File: config.mk
export PLATFORM = sky130hd
export DESIGN_NAME = pipelined_cla_adder
export DESIGN_NICKNAME = d
export VERILOG_FILES = /design/src/rtl/pipelined_cla_adder_pkg.sv /design/src/rtl/pipelined_cla_adder_cla_group.sv /design/src/rtl/pipelined_cla_adder.sv
export SDC_FILE = /design/constraint.sdc
export NUM_CORES = 1
export LEC_CHECK = 0
export CAP_MARGIN = 10
export CORE_MARGIN = 4
export CORE_UTILIZATION = 55
export DETAILED_ROUTE_END_ITERATION = 10
export PLACE_DENSITY = 0.89
export SYNTH_ARGS = -nofsm -noshare
export SYNTH_HDL_FRONTEND = slang
export SYNTH_SLANG_ARGS = --single-unit
File: constraint.sdc
create_clock -name clk -period 9 [get_ports clk]
set_clock_uncertainty 0.05 [all_clocks]
set_input_delay 1.8 -clock clk [delete_from_list [all_inputs] [get_ports clk]]
set_output_delay 1.8 -clock clk [all_outputs]
set_load 0.02 [all_outputs]
File: src/rtl/pipelined_cla_adder_pkg.sv
// pipelined_cla_adder_pkg: default geometry and parameter legality helper for the pipelined CLA.
// Latency: none (constants and an elaboration-time function only).
// Backpressure: none.
`timescale 1ns/1ps
package pipelined_cla_adder_pkg;

  localparam int CLA_DEFAULT_WIDTH = 32;
  localparam int CLA_DEFAULT_GROUP = 8;
  localparam int CLA_GROUP_MIN     = 2;
  localparam int CLA_GROUP_MAX     = 16;

  // A legal geometry splits WIDTH into a whole number of GROUP-bit slices.
  function automatic bit cla_params_legal(input int width, input int group);
    return (group >= CLA_GROUP_MIN) && (group <= CLA_GROUP_MAX) &&
           (width >= group) && ((width % group) == 0);
  endfunction

endpackage

File: src/rtl/pipelined_cla_adder_cla_group.sv
// cla_group: one N-bit carry-lookahead slice with flat generate/propagate carry terms.
// Latency: purely combinational.
// Backpressure: none; the enclosing pipeline decides when results are captured.
//
// Ports:
//   a, b      N-bit operand slices (b already conditioned for subtract)
//   ci        carry into bit 0 of the slice
//   s         N-bit slice sum
//   co        carry out of bit N-1
//   c_msb_in  carry into bit N-1 (used for signed overflow on the top slice)
`timescale 1ns/1ps
module cla_group
  import pipelined_cla_adder_pkg::*;
#(
  parameter int N = CLA_DEFAULT_GROUP
) (
  input  logic [N-1:0] a,
  input  logic [N-1:0] b,
  input  logic         ci,
  output logic [N-1:0] s,
  output logic         co,
  output logic         c_msb_in
);

  logic [N-1:0] g;
  logic [N-1:0] p;
  logic [N:0]   c;

  assign g = a & b;
  assign p = a | b;

  // Each carry is a flat sum of products: c[i] = OR_j (g[j] & p[i-1:j+1]) | (p[i-1:0] & ci).
  // No carry depends on a previously computed carry, so depth stays two-level per bit.
  always_comb begin
    logic term;
    logic acc;
    term = 1'b0;
    acc  = 1'b0;
    c    = '0;
    c[0] = ci;
    for (int i = 1; i <= N; i++) begin
      term = ci;
      for (int k = 0; k < i; k++) term = term & p[k];
      acc = term;
      for (int j = 0; j < i; j++) begin
        term = g[j];
        for (int k = j + 1; k < i; k++) term = term & p[k];
        acc = acc | term;
      end
      c[i] = acc;
    end
  end

  assign s        = a ^ b ^ c[N-1:0];
  assign co       = c[N];
  assign c_msb_in = c[N-1];

endmodule

File: src/rtl/pipelined_cla_adder.sv
// pipelined_cla_adder: WIDTH-bit add/subtract built from GROUP-bit lookahead slices, one slice per stage.
// Latency: STAGES = WIDTH/GROUP cycles from accept to out_valid; one beat per cycle throughput.
// Backpressure: global stall -- when out_valid & ~out_ready every stage holds and in_ready drops.
//
// Ports:
//   clk, rst              rising-edge clock, asynchronous active-high reset
//   in_valid / in_ready   operand handshake (a, b, cin, op_sub)
//   a, b                  WIDTH-bit operands
//   cin                   carry-in for add, borrow-in for subtract
//   op_sub                0 = a+b+cin, 1 = a-b-cin
//   out_valid / out_ready result handshake
//   sum                   WIDTH-bit result
//   cout                  carry out of the top bit (subtract: 1 = no borrow)
//   ovf                   two's-complement overflow
//   zero                  sum == 0
`timescale 1ns/1ps
module pipelined_cla_adder
  import pipelined_cla_adder_pkg::*;
#(
  parameter int WIDTH = CLA_DEFAULT_WIDTH,
  parameter int GROUP = CLA_DEFAULT_GROUP
) (
  input  logic             clk,
  input  logic             rst,
  input  logic             in_valid,
  output logic             in_ready,
  input  logic [WIDTH-1:0] a,
  input  logic [WIDTH-1:0] b,
  input  logic             cin,
  input  logic             op_sub,
  output logic             out_valid,
  input  logic             out_ready,
  output logic [WIDTH-1:0] sum,
  output logic             cout,
  output logic             ovf,
  output logic             zero
);

  localparam int STAGES = WIDTH / GROUP;

  if (!cla_params_legal(WIDTH, GROUP)) begin : g_bad_params
    $error("pipelined_cla_adder: WIDTH must be a multiple of GROUP and GROUP must be 2..16");
  end

  // Per-stage state. a/b carry the still-unprocessed upper slices forward, s accumulates
  // finished slices from the bottom up, c is the carry into the next slice. ovf/zero are
  // only meaningful in the last stage, where s is complete.
  typedef struct packed {
    logic [WIDTH-1:0] a;
    logic [WIDTH-1:0] b;
    logic [WIDTH-1:0] s;
    logic             c;
    logic             ovf;
    logic             zero;
  } stage_t;

  stage_t            pipe [STAGES];
  logic [STAGES-1:0] vld;
  logic              advance;
  stage_t            in_cond;

  assign out_valid = vld[STAGES-1];
  assign advance   = ~out_valid | out_ready;
  assign in_ready  = advance;

  // Subtract is a + ~b + ~cin, so the same adder serves both ops and cout means "no borrow".
  always_comb begin
    in_cond   = '0;
    in_cond.a = a;
    in_cond.b = op_sub ? ~b : b;
    in_cond.c = op_sub ? ~cin : cin;
  end

  for (genvar k = 0; k < STAGES; k++) begin : g_stage
    stage_t           src;
    stage_t           st_d;
    stage_t           st_r;
    logic             src_vld;
    logic             vld_r;
    logic [GROUP-1:0] slice_s;
    logic             slice_co;
    logic             slice_cm;

    if (k == 0) begin : g_head
      assign src     = in_cond;
      assign src_vld = in_valid;
    end else begin : g_body
      assign src     = pipe[k-1];
      assign src_vld = vld[k-1];
    end

    cla_group #(
      .N(GROUP)
    ) u_cla_group (
      .a        (src.a[k*GROUP +: GROUP]),
      .b        (src.b[k*GROUP +: GROUP]),
      .ci       (src.c),
      .s        (slice_s),
      .co       (slice_co),
      .c_msb_in (slice_cm)
    );

    always_comb begin
      st_d                     = src;
      st_d.s[k*GROUP +: GROUP] = slice_s;
      st_d.c                   = slice_co;
      st_d.ovf                 = slice_co ^ slice_cm;
      st_d.zero                = (st_d.s == '0);
    end

    // Data only loads with a real beat, so whatever sits on the operand ports during a
    // bubble never reaches the registers; outputs simply keep their last value.
    always_ff @(posedge clk or posedge rst) begin
      if (rst) begin
        vld_r <= 1'b0;
        st_r  <= '0;
      end else if (advance) begin
        vld_r <= src_vld;
        if (src_vld) st_r <= st_d;
      end
    end

    assign pipe[k] = st_r;
    assign vld[k]  = vld_r;
  end

  assign sum  = pipe[STAGES-1].s;
  assign cout = pipe[STAGES-1].c;
  assign ovf  = pipe[STAGES-1].ovf;
  assign zero = pipe[STAGES-1].zero;

endmodule

==> metrics.txt, run 1 <==
status finished, final reports clean; r2r setup slk about 6600 ps; synth top area cells dfrtp_1 (52%), ha_1 (8.9%), nand2_1 (8.8%); YS warnings 0; crit-path max FO 11; final worst setup slack around 3900 ps; FFs w/ async S/R, synth 100%; Worst Hold Class reg -> reg; unrepaired setup endpoints after global routing no; ANT cells 0; kind of critical path in -> out; LEAKAGE 5.17 nW; min Tclk post-route 5140 ps; clk buf depth 2; area grow syn2layout 20.1%; crit path cell chain clkdlybuf4s50_1 > nand2b_1 > clkdlybuf4s50_1; post_cts resized 0; Clk pwr share about a fifth; Post-synth EDFFs 0; nets@finish around 1100; fmax just under 0.2 GHz; Die Span X about 140 microns; post-synth top area cell dfrtp_1; synth unique cells 51; P_int 2.23 mW; layout cells sized above 1 just under 10%; sequential share of the synthesized area between 50% and 60%; WP buf/inv 2; switching share of power a little over a third; PwrDens approximately 320 nW/um^2; hold buffer count at cts 0; htree depth 4; count leader, synth nand2_1; vias post-DR 6237; Clock transition at path regs about 60 ps; Worst Max-Slew Pin Slew approximately 1000 ps; cell mode on critical path clkdlybuf4s50_1; Synth top cells by count nand2_1 (211), dfrtp_1 (186), inv_1 (85); wire length of the first global-routing pass approximately 30 mm; initial drt markers approximately 340; reg-to-reg startpoint g_stage[2].st_r[59]$_DFFE_PP0P_; Mapped Area 8980 sq um; Starting Density a little under three fifths; combinational fraction of design power 39.0%; total track usage between 20 and 25%; Post-DRT Antenna Nets 0; initial antenna violation count 0; CTS sink cnt about 190; Worst Path Required ~7200 ps; num rows 46; dpl hpwl between 10 and 15 mm; first drt pass iteration count 5; startpoint types primary input; Setup crit end kind output port; critical path arrival roughly 3300 ps; average vias per placed instance ~5.2; root buffer cell clkbuf_16; normalized max-slew margin 31.7%; DIE AREA ~18000 sq um; Overflow after GRT 0; Main synth FF type dfrtp_1; die height 136 microns; CTS tree done; routability congestion estimate approximately 0.77; vias in the first global route between 6000 and 7000; largest net degree at the start of global routing about 110; reg2reg end zero$_DFFE_PP0P_; CP max stage cell clkdlybuf4s50_1; Buffers on Ports about 110; maximum vdd drop 0.000222 V; Core ar. between 15000 and 20000 sq um; Top delay family on crit path buffers and inverters; clk_lat worst skew around 430 ps; cells on worst reg2reg path 7; Final Hold Fails 0; hold_sp g_stage[0].st_r[62]$_DFFE_PP0P_; fin crit share 57.1%; DRC 0; wirelength, routed roughly 18 mm; pre-CTS setup slack just under 4000 ps; I/O pins roughly 110; post-synthesis cell count 883; hold path endpoint g_stage[1].st_r[62]$_DFFE_PP0P_; CP peak stage delay just under 700 ps; net count after synthesis approximately 1000; TritonCTS Buffers 17; Slew Viols, Final 0; sequential share of power between 40% and 50%; Avg Cell Area, Syn 10.2 sq um; Hold Crit Depth 2; #FFs+latches synth ~190; Max Cap Violations 0; Sw Pwr between 1 and 1.5 mW; final setup vio count 0; DR WL/cell ~15 microns; setup_tns 0 ps; post-synth top area share around half; Finished Core Util between 60% and 70%; postcts setup bufs 0
## flip-flops by register name (all words and copies together) (netlist names)
| name | count |
|---|---|
| zero | 1 |
| ovf | 1 |
| out_valid | 1 |
| g_stage.vld_r | 3 |
| g_stage.st_r | 147 |
| cout | 1 |
| sum | 32 |
## logic make-up (layout without fill, tap and decap cells)
kind of cell / Yosys count / count (layout) / synth area share [%]
AO/OA/AOI/OAI: 127 / 127 / 8.56
flip-flops: 186 / 186 / 51.8
XOR/XNOR: 56 / 56 / 5.54
buffers and inverters: 123 / 227 / 5.21
adder cells (fa/ha/maj): 68 / 68 / 9.80
multiplexers: 53 / 53 / 6.63
AND/OR/NAND/NOR: 270 / 270 / 12.4
## per-layer routing
metal	global-route usage, %	vias up	wire length (microns)
met2	32.3	165	8370
li1	-	3043	-
met1	28.1	3001	7880
met3	4.37	28	979
met4	7.11	0	368
met5	0	-	0
## worst reg2reg max path, cell delays in order, from the launching register on
cell and delay, ps:
dfrtp_1 410, fa_1 550, nor4_1 280, nand4_1 130, nor4_1 330, nand4_1 150
nor4_1 230, a32o_1 200
## area by class of cell
type	count	area, sq um
Fill cell	1155	5150
Sequential cell	186	4650
Multi-Input combinational cell	574	3870
Timing Repair Buffer	112	1100
Clock buffer	21	450
Inverter	85	324
Tap cell	216	270
Clock inverter	9	124
## stage by stage
| step | power (mW) | hold slack [ps] | cell area (sq um) | cells |
|---|---|---|---|---|
| 2_1_floorplan | 2.31 | 380 | 8980 | 883 |
| 3_3_place_gp | 2.68 | 397 | 10200 | 1173 |
| 3_5_place_dp | 2.77 | 401 | 10200 | 1173 |
| 5_1_grt | 3.76 | 447 | 10800 | 1203 |
| 4_1_cts | 3.52 | 418 | 10800 | 1203 |
| 6_report | 3.50 | 417 | 10800 | 1203 |
## worst max-delay path by stage
stage / cells past startpoint / from / endpoint / slack [ps]
3_5_place_dp: 3 / out_ready / in_ready / 3870
6_report: 3 / out_ready / in_ready / 3860
5_1_grt: 3 / out_ready / in_ready / 3790
3_3_place_gp: 3 / out_ready / in_ready / 3910
2_1_floorplan: 1 / rst / cout$_DFFE_PP0P_ / 2090
4_1_cts: 3 / out_ready / in_ready / 3860
## placed cells by master (no fill, tap or decap), types with 4 or more instances in the layout
master / instances
inv_1: 84
xnor2_1: 30
buf_4: 6
mux2_2: 51
clkbuf_16: 17
nor4_1: 7
clkinv_2: 5
nor2b_1: 6
o21ai_0: 72
dfrtp_1: 186
xor2_1: 25
clkdlybuf4s50_1: 105
nor3_1: 4
nand2_1: 210
nor2_1: 19
fa_1: 4
ha_1: 64
nand2b_1: 6
a21oi_1: 23
o21ai_1: 4
o21bai_1: 4
## power by group through the flow
| stage | Clock, mW | Combinational, mW | Sequential, mW |
|---|---|---|---|
| floorplan | 0 | 0.879 | 1.43 |
| global placement | 0 | 1.29 | 1.39 |
| detailed placement | 0 | 1.36 | 1.42 |
| CTS | 0.743 | 1.38 | 1.40 |
| global route | 0.782 | 1.53 | 1.45 |
| finish | 0.734 | 1.37 | 1.40 |
Note: power is estimated with default switching activity, not from simulation.
==> run 2: changes to the inputs <==
- CORE_UTILIZATION: 55 -> 51
- PLACE_DENSITY: 0.89 -> 0.87
- clock period: 9 -> 4.6 ns (I/O delays scaled with it)
==> run 2 against run 1 <==
  * Power up 96%
  * Register-to-register slack worse by 4500 ps
  * Routed wire length up 2.6%
  * Sequential power up 97%
  * Clock power up 95%
  * Combinational power up 95%
  * Clock-buffer cell count down 1
  * Global-route usage down 1.3 points
  * Die area up 7.4%
  * Core utilization down 4.9 points
  * Flip-flop and latch count unchanged
  * Non-clock buffer count up 4
  * Largest cell class unchanged
  * Highest routed layer unchanged
==> metrics.txt, run 2 (synthesis results as in run 1) <==
unrepaired setup endpoints after global routing no (unchanged); crit path cell chain clkdlybuf4s50_1 > nand2b_1 > clkdlybuf4s50_1 (unchanged); WP buf/inv 2 (unchanged); Buffers on Ports 106 (unchanged); Clk pwr share 20.8% (was 21.0%); commonest non-fill, non-tap cells in the layout nand2_1 (210), dfrtp_1 (186), clkdlybuf4s50_1 (105) (unchanged); vias in the first global route 6451 (was 6319); average vias per placed instance 5.12 (was 5.18); pre-CTS setup slack 1150 ps (was 3870 ps); largest net degree at the start of global routing 60 (was 109); htree depth 4 (unchanged); max FFs per register 147 (unchanged); busiest grt layer met2 (unchanged); I/O pins 107 (unchanged); wirelength, routed 18.0 mm (was 17.6 mm); status finished, final reports clean (unchanged); kind of critical path in -> out (unchanged); initial antenna violation count 0 (unchanged); cell mode on critical path clkdlybuf4s50_1 (unchanged); CTS sink cnt 186 (unchanged); LEAKAGE 5.19 nW (was 5.17 nW); postcts setup bufs 0 (unchanged); root buffer cell clkbuf_16 (unchanged); Setup crit end kind output port (unchanged); min Tclk post-route approximately 3500 ps; Worst Hold Class reg -> reg (unchanged); maximum vdd drop 0.000338 V (was 0.000222 V); area grow syn2layout 20.9% (was 20.1%); crit-path max FO 11 (unchanged); startpoint types primary input (unchanged); combinational fraction of design power 38.9% (was 39.0%); vias post-DR 6232 (was 6237); Top delay family on crit path buffers and inverters (unchanged); r2r setup slk 2110 ps (was 6600 ps); layout cells sized above 1 10.6% (was 9.83%); ANT cells 0 (unchanged); TritonCTS Buffers 17 (unchanged); CTS tree done (unchanged); Post-DRT Antenna Nets 0 (unchanged); Sw Pwr 2.52 mW (was 1.27 mW); met2 Use GR 31.8% (was 32.3%); setup_tns 0 ps (unchanged); switching share of power 36.8% (was 36.3%); grt met1 use 25.0% (was 28.1%); Slew Viols, Final 0 (unchanged); Non-Filler Instances 1218 (was 1203); Placed Cells 1186 (was 1173); dpl hpwl 13.0 mm (was 12.7 mm); Fill cells 1293 (was 1155); Die Span X 141 microns (was 136 microns); Max Cap Violations 0 (unchanged); Starting Density 51.9% (was 56.4%); reg2reg end zero$_DFFE_PP0P_ (unchanged); WP depth 3 (unchanged); PwrDens 631 nW/um^2 (was 325 nW/um^2); clk buf depth 2 (unchanged); final worst setup slack 1130 ps (was 3860 ps); clk_lat worst skew 430 ps (about the same); crit path from out_ready (unchanged); DIE AREA 19800 sq um (was 18400 sq um); total power 6.85 mW (was 3.50 mW); Core ar. 17300 sq um (was 15900 sq um); num rows 48 (was 46); crit path to in_ready (unchanged); Overflow after GRT 0 (unchanged); DR WL/cell 14.8 microns (was 14.6 microns); final setup vio count 0 (unchanged); Finished Core Util 62.8% (was 67.7%); post_cts resized 0 (unchanged); met3 Use GR 4.10% (was 4.37%); initial drt markers 373 (was 343); hold buffer count at cts 0 (unchanged); fmax between 0.2 and 0.3 GHz; Final Cell Area 10900 sq um (was 10800 sq um); Post-DP Area 10300 sq um (was 10200 sq um); most common cell after layout, fill and taps aside nand2_1 (unchanged); total track usage 19.0% (was 20.4%); DRC 0 (unchanged); Worst Max-Slew Pin Slew 1030 ps (was 1020 ps); Final Hold Fails 0 (unchanged); wire length of the first global-routing pass 30.6 mm (was 30.1 mm); CP peak stage delay 710 ps (was 690 ps); reg-to-reg startpoint g_stage[2].st_r[59]$_DFFE_PP0P_ (unchanged); routability congestion estimate 0.778 (was 0.766); normalized max-slew margin 30.8% (was 31.7%); Worst Path Required 3630 ps (was 7150 ps); CP max stage cell clkdlybuf4s50_1 (unchanged); fin crit share roughly 75%; hold_sp g_stage[0].st_r[97]$_DFFE_PP0P_ (was g_stage[0].st_r[62]$_DFFE_PP0P_); first drt pass iteration count 5 (unchanged); Min Hold Slack 414 ps (was 417 ps); cells on worst reg2reg path 7 (unchanged); sequential share of power 40.3% (was 40.1%); Largest Register g_stage.st_r (unchanged); P_int 4.34 mW (was 2.23 mW); nets@finish 1118 (was 1114); die height 141 microns (was 136 microns); critical path arrival 2500 ps (was 3290 ps); Clock transition at path regs 70 ps (was 60 ps)
run 2: metal layers:
metal | up-vias | part of all wire, %
met4 | 0 | 1.8
li1 | 3045 | -
met1 | 3008 | 45
met3 | 24 | 4.8
met2 | 155 | 48
met5 | - | 0
run 2: power by group through the flow:
| stage | Sequential (mW) | Combinational [mW] | Clock, mW |
|---|---|---|---|
| after global placement | 2.74 | 2.51 | 0 |
| final | 2.76 | 2.67 | 1.43 |
| after global routing | 2.84 | 3.00 | 1.51 |
| after CTS | 2.76 | 2.69 | 1.44 |
| after floorplan | 2.80 | 1.72 | 0 |
| after detailed placement | 2.78 | 2.63 | 0 |
run 2: worst min path at each step:
stage	end	slack [ps]	cells after the start
global placement	g_stage[1].st_r[95]$_DFFE_PP0P_	390	2
finish	g_stage[1].st_r[97]$_DFFE_PP0P_	410	2
detailed placement	g_stage[1].st_r[97]$_DFFE_PP0P_	400	2
CTS	g_stage[1].st_r[97]$_DFFE_PP0P_	410	2
global route	g_stage[1].st_r[65]$_DFFE_PP0P_	420	2
floorplan	g_stage[2].st_r[18]$_DFFE_PP0P_	380	2
run 2: worst reg2reg max path, cell delays in order (launching register included):
cell and delay [ps]:
dfrtp_1 420, fa_1 560, nor4_1 320, nand4_1 160, nor4_1 340, nand4_1 150, nor4_1 230, a32o_1 200
run 2: area by class of cell:
cell class | count | area [sq um] | share of cell area [%]
Clock buffer | 20 | 457 | 4.20
Clock inverter | 12 | 124 | 1.14
Inverter | 85 | 323 | 2.97
Multi-Input combinational cell | 574 | 3870 | 35.6
Sequential cell | 186 | 4650 | 42.9
Tap cell | 225 | 282 | 2.59
Timing Repair Buffer | 116 | 1160 | 10.6
==> run 3: changes to the inputs <==
- CORE_UTILIZATION: 51 -> 55
- PLACE_DENSITY: 0.87 -> 0.89
- clock period: 4.6 -> 3.3 ns (I/O delays scaled with it)
==> run 3 against run 2 <==
  * Die area down 6.9%
  * Critical path depth unchanged
  * Register-to-register slack worse by 1200 ps
  * Worst hold slack better by 10 ps
  * Sequential power up 40%
  * Critical path type unchanged
  * Cell count down 0.74%
  * Cell area up 0.45%
  * Combinational power up 44%
==> metrics.txt, run 3 (synthesis results as in run 1) <==
maximum vdd drop 0.000634 V (was 0.000338 V); CTS tree done (unchanged); startpoint types primary input (unchanged); area grow syn2layout 21.4% (was 20.9%); min Tclk post-route 2710 ps; Largest Register g_stage.st_r (unchanged); max FFs per register 147 (unchanged); ANT cells 0 (unchanged); setup_tns 0 ps (unchanged); DRC 0 (unchanged); dpl hpwl 13.0 mm (about the same); first drt pass iteration count 5 (unchanged); status finished, final reports clean (unchanged); sequential standard cell area 4650 sq um (unchanged); fmax roughly 0.37 GHz; Post-DRT Antenna Nets 0 (unchanged); root buffer cell clkbuf_16 (unchanged); Core ar. 15900 sq um (was 17300 sq um); num rows 46 (was 48); critical path arrival 2000 ps (was 2500 ps); wirelength, routed 19.3 mm (was 18.0 mm); Slew Viols, Final 0 (unchanged); initial drt markers 561 (was 373); crit path to in_ready (unchanged); crit-path max FO 4 (was 11); wire length of the first global-routing pass 32.2 mm (was 30.6 mm); most common cell after layout, fill and taps aside nand2_1 (unchanged); vias in the first global route 6580 (was 6451); initial antenna violation count 0 (unchanged); reg2reg end zero$_DFFE_PP0P_ (unchanged); Buffers on Ports 106 (unchanged); commonest non-fill, non-tap cells in the layout nand2_1 (210), dfrtp_1 (186), clkdlybuf4s50_1 (105) (unchanged); unrepaired setup endpoints after global routing no (unchanged); clk_lat worst skew 440 ps (was 430 ps); Clock transition at path regs 60 ps (was 70 ps); Max Cap Violations 0 (unchanged); Starting Density 56.4% (was 51.9%); I/O pins 107 (unchanged); Final Hold Fails 0 (unchanged); DR WL/cell 16.0 microns (was 14.8 microns); Die Span X 136 microns (was 141 microns); final setup vio count 0 (unchanged); cells on worst reg2reg path 7 (unchanged); CTS sink cnt 186 (unchanged); Worst Hold Class reg -> reg (unchanged); routability congestion estimate 0.781 (was 0.778); normalized max-slew margin 49.8% (was 30.8%); post_cts resized 0 (unchanged); Finished Core Util 68.4% (was 62.8%); crit path from out_ready (unchanged); PwrDens 900 nW/um^2 (was 631 nW/um^2); DIE AREA 18400 sq um (was 19800 sq um); Fill cells 1099 (was 1293); reg-to-reg startpoint g_stage[2].st_r[59]$_DFFE_PP0P_ (unchanged); Setup crit end kind output port (unchanged); nets@finish 1118 (unchanged); htree depth 4 (unchanged); LEAKAGE 5.21 nW (was 5.19 nW); vias post-DR 6444 (was 6232); die height 136 microns (was 141 microns); r2r setup slk 890 ps (was 2110 ps); TritonCTS Buffers 17 (unchanged); hold buffer count at cts 0 (unchanged); Min Hold Slack 425 ps (was 414 ps); Overflow after GRT 0 (unchanged); layout cells sized above 1 10.5% (was 10.6%); total track usage 22.0% (was 19.0%); multi-input gate area in the final layout 3870 sq um (unchanged); clk buf depth 2 (unchanged); Worst Path Required 2590 ps (was 3630 ps); average vias per placed instance 5.33 (was 5.12); fin crit share between 80% and 90%; kind of critical path in -> out (unchanged); Worst Max-Slew Pin Slew 754 ps (was 1030 ps); postcts setup bufs 0 (unchanged); largest net degree at the start of global routing 138 (was 60)
run 3: cell type report:
class / count / share of cell area, %
Sequential cell: 186 / 42.7
Multi-Input combinational cell: 574 / 35.4
Clock inverter: 10 / 1.30
Inverter: 85 / 2.96
Tap cell: 216 / 2.48
Clock buffer: 22 / 4.35
Timing Repair Buffer: 116 / 10.8
run 3: how the worst min path moves through the flow:
| stage | from | endpoint | cells past startpoint |
|---|---|---|---|
| after floorplan | g_stage[1].st_r[18]$_DFFE_PP0P_ | g_stage[2].st_r[18]$_DFFE_PP0P_ | 2 |
| after global placement | g_stage[0].st_r[95]$_DFFE_PP0P_ | g_stage[1].st_r[95]$_DFFE_PP0P_ | 2 |
| after detailed placement | g_stage[0].st_r[93]$_DFFE_PP0P_ | g_stage[1].st_r[93]$_DFFE_PP0P_ | 2 |
| after CTS | g_stage[0].st_r[4]$_DFFE_PP0P_ | g_stage[1].st_r[4]$_DFFE_PP0P_ | 2 |
| after global routing | g_stage[0].st_r[94]$_DFFE_PP0P_ | g_stage[1].st_r[94]$_DFFE_PP0P_ | 2 |
| final | g_stage[0].st_r[4]$_DFFE_PP0P_ | g_stage[1].st_r[4]$_DFFE_PP0P_ | 2 |
run 3: critical path: stages:
cell	delay, ps
clkdlybuf4s50_1	440
nand2b_1	240
clkdlybuf4s50_1	660
run 3: report_power, final:
group | switching (mW) | total, mW | internal (mW)
clock network | 0.854 | 2.11 | 1.25
logic | 2.13 | 3.84 | 1.71
registers | 0.646 | 3.87 | 3.22
run 3: through the flow:
step                cells  worst slack, ps  total power, mW  instance area (sq um)
floorplan             883              197             6.30                   8990
global placement     1177              389             7.35                  10300
detailed placement   1177              287             7.58                  10300
CTS                  1209              584             9.82                  10900
global route         1209              543             10.5                  10900
finish               1209              590             9.82                  10900
run 3: per-layer routing:
layer / track usage (%) / up-vias / part of all wire, % / routed length, microns
met5: 0 / - / 0 / 0
met4: 7.78 / 0 / 2.3 / 443
met3: 4.52 / 40 / 5.7 / 1100
met2: 37.0 / 219 / 50 / 9570
met1: 28.6 / 3130 / 42 / 8180
li1: - / 3055 / - / -
